## src/rtl/mem_arbiter.sv

```systemverilog
// mem_arbiter: single-owner sequencer for the shared 32-bit synchronous RAM.
// Arbitrates instruction fetch against load/store, runs one RAM access at a
// time through IDLE -> ISSUE -> CAPTURE -> DONE and returns the result with a
// one-cycle ack. All outputs are registered.
// Optional build macro: MEM_ARB_FAIR_EN selects round-robin arbitration on
// simultaneous requests; when undefined, data strictly beats fetch.
module mem_arbiter #(
  parameter int ADDR_W = 16,
  parameter int DATA_W = 32
) (
  input  logic              clk,
  input  logic              rst_n,
  input  logic              if_req,
  input  logic [ADDR_W-1:0] if_addr,
  output logic              if_ack,
  output logic [DATA_W-1:0] if_rdata,
  input  logic              d_req,
  input  logic              d_we,
  input  logic [ADDR_W-1:0] d_addr,
  input  logic [DATA_W-1:0] d_wdata,
  output logic              d_ack,
  output logic [DATA_W-1:0] d_rdata,
  output logic              ram_en,
  output logic [1:0]        ram_rw,
  output logic [31:0]       ram_addr,
  output logic [DATA_W-1:0] ram_din,
  input  logic [DATA_W-1:0] ram_fetch,
  input  logic [DATA_W-1:0] ram_dout
);

  typedef enum logic [1:0] {
    IDLE    = 2'b00,
    ISSUE   = 2'b01,
    CAPTURE = 2'b10,
    DONE    = 2'b11
  } state_t;

  localparam logic [1:0] RW_FETCH = 2'b00;
  localparam logic [1:0] RW_READ  = 2'b01;
  localparam logic [1:0] RW_WRITE = 2'b10;

  state_t state_r;
  logic   owner_r;     // 1 = data port owns the current access, 0 = fetch
  logic   we_r;        // latched store flag of the current data access
  logic   grant_d_s;   // data port wins the arbitration in this IDLE cycle

`ifdef MEM_ARB_FAIR_EN
  logic   last_r;      // last winner: 1 = data, 0 = fetch

  // Round-robin: on a tie the port that did not win last goes; lone requester wins
  always_comb begin
    grant_d_s = 1'b0;
    if (d_req && if_req) begin
      grant_d_s = ~last_r;
    end else begin
      grant_d_s = d_req;
    end
  end
`else
  // Strict priority: any pending data request beats fetch
  always_comb begin
    grant_d_s = 1'b0;
    if (d_req) begin
      grant_d_s = 1'b1;
    end else begin
      grant_d_s = 1'b0;
    end
  end
`endif

  // Access sequencer: arbitration, RAM drive, result capture and acks
  always_ff @(posedge clk or negedge rst_n) begin
    if (!rst_n) begin
      state_r  <= IDLE;
      owner_r  <= 1'b0;
      we_r     <= 1'b0;
`ifdef MEM_ARB_FAIR_EN
      last_r   <= 1'b0;
`endif
      if_ack   <= 1'b0;
      d_ack    <= 1'b0;
      if_rdata <= {DATA_W{1'b0}};
      d_rdata  <= {DATA_W{1'b0}};
      ram_en   <= 1'b0;
      ram_rw   <= RW_FETCH;
      ram_addr <= 32'h0000_0000;
      ram_din  <= {DATA_W{1'b0}};
    end else begin
      case (state_r)
        IDLE: begin
          if (if_req || d_req) begin
            owner_r <= grant_d_s;
            ram_en  <= 1'b1;
`ifdef MEM_ARB_FAIR_EN
            last_r  <= grant_d_s;
`endif
            if (grant_d_s) begin
              we_r     <= d_we;
              ram_addr <= {{(32-ADDR_W){1'b0}}, d_addr};
              ram_din  <= d_wdata;
              ram_rw   <= d_we ? RW_WRITE : RW_READ;
            end else begin
              we_r     <= 1'b0;
              ram_addr <= {{(32-ADDR_W){1'b0}}, if_addr};
              ram_rw   <= RW_FETCH;
            end
            state_r <= ISSUE;
          end else begin
            state_r <= IDLE;
          end
        end
        ISSUE: begin
          // RAM performs the access at the edge ending this cycle
          ram_en  <= 1'b0;
          ram_rw  <= RW_FETCH;
          state_r <= CAPTURE;
        end
        CAPTURE: begin
          // RAM registered outputs now hold the result of the access
          if (owner_r) begin
            if (!we_r) begin
              d_rdata <= ram_dout;
            end else begin
              d_rdata <= d_rdata;
            end
            d_ack <= 1'b1;
          end else begin
            if_rdata <= ram_fetch;
            if_ack   <= 1'b1;
          end
          state_r <= DONE;
        end
        DONE: begin
          if_ack  <= 1'b0;
          d_ack   <= 1'b0;
          state_r <= IDLE;
        end
        default: begin
          if_ack  <= 1'b0;
          d_ack   <= 1'b0;
          ram_en  <= 1'b0;
          ram_rw  <= RW_FETCH;
          state_r <= IDLE;
        end
      endcase
    end
  end

endmodule

```

## config.mk

```make
export PLATFORM = sky130hd
export DESIGN_NAME = mem_arbiter
export DESIGN_NICKNAME = d
export VERILOG_FILES = /design/src/rtl/mem_arbiter.sv
export SDC_FILE = /design/constraint.sdc
export NUM_CORES = 1
export LEC_CHECK = 0
export CAP_MARGIN = 20
export CORE_ASPECT_RATIO = 0.75
export CORE_UTILIZATION = 42
export CTS_CLUSTER_SIZE = 8
export DETAILED_ROUTE_END_ITERATION = 6
export PLACE_DENSITY = 0.93
export SETUP_SLACK_MARGIN = 0.5
export SKIP_CTS_REPAIR_TIMING = 1
export SYNTH_ARGS = -nofsm -noshare
export SYNTH_HDL_FRONTEND = slang
export SYNTH_SLANG_ARGS = --single-unit
```

## constraint.sdc

```tcl
create_clock -name clk -period 2.81 [get_ports clk]
set_clock_uncertainty 0.05 [all_clocks]
set_input_delay 0.7025 -clock clk [delete_from_list [all_inputs] [get_ports clk]]
set_output_delay 0.7025 -clock clk [all_outputs]
set_load 0.05 [all_outputs]
```

==> impl_results.md <==
- Status: finished, final reports clean
- Power Density: 1430 nW/µm²
- Worst-skew pair later-pin latency: 0.39 ns
- Internal Power: about 0.0065 W
- Switching share of power: 46.0%
- Overall Power: between 0.01 and 0.015 W
- MaxCap Viol Count: 0
- # DRC: 0
- DRT iter0 DRCs: 80
- Final worst-path cycle share: 70.6%
- Worst path bufs/invs: 1
- Sequential power share: 26.0%
- Syn-to-layout area delta: 68.7%
- Crit path from: ram_din[15]
- CP endpoint kind: output pin
- DR pass1 iterations: 4
- Share of post-route cells with drive strength above 1: between 20% and 30%
- Finished Layout Cells: 761
- First-pass GRT wire length: 19.3 mm
- Clk pin slew, worst setup/hold paths: 0.06 ns
- Hold Fails Final Rpt: 0
- Clock Sink Count: between 100 and 150
- Starting Density: 44.3%
- VDD IR max: roughly 0.00080 V
- Leak: 4.59 nW
- GPL Wtd Cong: between 0.7 and 0.8
- Net count, final: 729
- CTS Buf Count: 17
- CP max FO: 2
- Slew HR: 61.9%
- Die ar.: 12,200 µm²
- Yosys reg bits: about 120
- Worst EP required: 2.06 ns
- Cell area after layout: 8370 µm²
- Core area: 11,200 µm²
- Logic pwr share: 56.0%
- Crit path launch type: register
- Vert. Die Dim: 96.1 µm
- Type of the tightest min-delay check: input pin to async pin
- Mapped Cells: 333
- Clk buf depth: 2
- Largest net degree at the start of global routing: 70
- Worst EP arrival: around 1.2 ns
- Initial antenna violation count: 0
- Via-per-instance ratio: between 4 and 5
- Routed len/inst: 17.0 µm
- Clk root buf: clkbuf_16
- Fin Setup TNS: 0 ns
- Total track usage: 21.0%
- Crit path kind: register to output pin
- Avg Inst Size Synth: 14.9 µm²
- I/O pins: 266
- FP Rows: 33
- NetSw: 0.00550 W
- Cells after DPL: between 700 and 800
- CP max stage cell: dlymetal6s2s_1
- Total grt overflow: 0
- Final number of setup-violating endpoints: 0
- Ant. Diodes: 0
- Fin crit period: 1.98 ns
- Hpwl dp: 9.43 mm
- Filler instances: 658
- F_max: 504 MHz
- Yosys warnings: 0
- Biggest cell delay along the critical path: 0.46 ns
- Final slew viol count: 0
- Port-buffer cells: around 250
- Least-Margin Pin Slew: 0.571 ns
- CTS tree: yes
- Routed Antenna Nets: 0
- Sequential cell area: 3030 µm²
- Area of the multi-input gates: about 1700 µm²
- Synthesized cell area: 4960 µm²
- Number of global-route vias before repair: 3,838
- Critical path, cell by cell: dlymetal6s2s_1
- Post-placement cell area: 7490 µm²
- RSZ-0062 raised after global routing: no
- Die width: 127 µm
- Register area share after synthesis: 61.1%
- Worst reg2reg startpoint: state_r[0]
- Clock power share: 17.9%
- H-tree depth: 4
- Library cells used by synthesis: 31
- Top Family by Delay on Critical Path: buffers and inverters
- WL final: roughly 13 mm
- Vias post-DR: 3,585
flip-flops by register name, summed over array words and instances, names as in the netlist:
| register | flops |
|---|---|
| d_ack | 1 |
| ram_addr | 16 |
| ram_en | 1 |
| if_ack | 1 |
| we_r | 1 |
| d_rdata | 32 |
| ram_din | 32 |
| ram_rw | 2 |
| state_r | 2 |
| if_rdata | 32 |
| owner_r | 1 |
kinds of logic (layout without fill, tap and decap cells):
| kind of cell | count (synthesis) | after routing | share of synthesized area [%] |
|---|---|---|---|
| buffers and inverters | 36 | 292 | 6.16 |
| muxes | 112 | 112 | 25.2 |
| and+or+nand+nor | 31 | 31 | 3.13 |
| AOI/OAI and AO/OA | 27 | 27 | 3.13 |
| other | 1 | 16 | 0.0756 |
| adders and majority gates | 5 | 5 | 1.26 |
| DFF | 121 | 121 | 61.1 |
power by group through the flow:
| stage | logic [W] | registers (W) | clock network [W] |
|---|---|---|---|
| after floorplan | 0.00161 | 0.00611 | 0 |
| after global placement | 0.00667 | 0.00310 | 0 |
| after detailed placement | 0.00680 | 0.00317 | 0 |
| after CTS | 0.00682 | 0.00316 | 0.00219 |
| after global routing | 0.00697 | 0.00323 | 0.00227 |
| final | 0.00671 | 0.00312 | 0.00215 |
cell usage after synthesis (all sizes together):
master / n / area, µm²
buf: 32 / 289
a32o: 1 / 10.0
a21oi: 3 / 15.0
mux2: 96 / 1090
conb: 1 / 3.75
nor4bb: 1 / 10.0
nand4b: 1 / 8.76
nor2b: 1 / 6.26
a211o: 1 / 8.76
nor3: 1 / 5.00
nor4b: 1 / 8.76
mux2i: 16 / 160
a22o: 1 / 8.76
nand3: 1 / 5.00
nand2b: 1 / 6.26
clkbuf: 1 / 5.00
dfrtp: 121 / 3030
ha: 5 / 62.6
nand3b: 1 / 11.3
o21ai: 20 / 104
inv: 3 / 11.3
a31o: 1 / 8.76
nand2: 21 / 86.3
nor2: 2 / 7.51
metal layers:
| metal | vias up | wire, µm | track usage (%) |
|---|---|---|---|
| li1 | 1649 | - | - |
| met4 | 0 | 76 | 7.84 |
| met5 | - | 0 | 0 |
| met2 | 163 | 6870 | 36.8 |
| met3 | 6 | 975 | 7.45 |
| met1 | 1767 | 5050 | 23.9 |
cell usage in the layout (no fill, tap or decap), types with 4 or more instances in the layout:
cell type,n
mux2_2,92
clkdlybuf4s50_1,131
o21ai_0,19
clkinv_2,4
buf_4,8
nand2_1,20
mux2i_1,16
conb_1,16
ha_1,5
clkbuf_16,17
dfrtp_1,121
dlymetal6s2s_1,117
path summary, 6_finish.rpt:
path / end / slack [ns] / cells past startpoint
setup reg to reg: if_rdata[12] / 0.88 / 5
min in group clk: ram_addr[9] / 0.43 / 2
max in group asynchronous: d_rdata[21] / 1.83 / 2
hold reg to reg: ram_addr[9] / 0.43 / 2
hold / removal: d_rdata[7] / 0.18 / 1
setup / recovery: ram_din[15] / 0.83 / 1
stage by stage:
| step | util [%] | hold WS (ns) | worst slack, ns |
|---|---|---|---|
| final | 74.8 | 0.181 | 0.826 |
| after detailed placement | 66.9 | 0.420 | 0.436 |
| after floorplan | - | 0.357 | 1.18 |
| after CTS | 72.2 | 0.178 | 0.417 |
| after global placement | 66.9 | 0.412 | 0.545 |
| after global routing | 74.8 | 0.195 | 0.746 |
layout make-up:
class                      instances  share of cell area (%)
inverter                           3                   0.135
tap                              157                    2.35
clock inverter                    12                    1.79
multi-input combinational        191                    20.2
clock buffer                      20                    5.22
sequential                       121                    36.2
timing repair buffer             257                    34.1
Power figures use the tool's default switching activity.
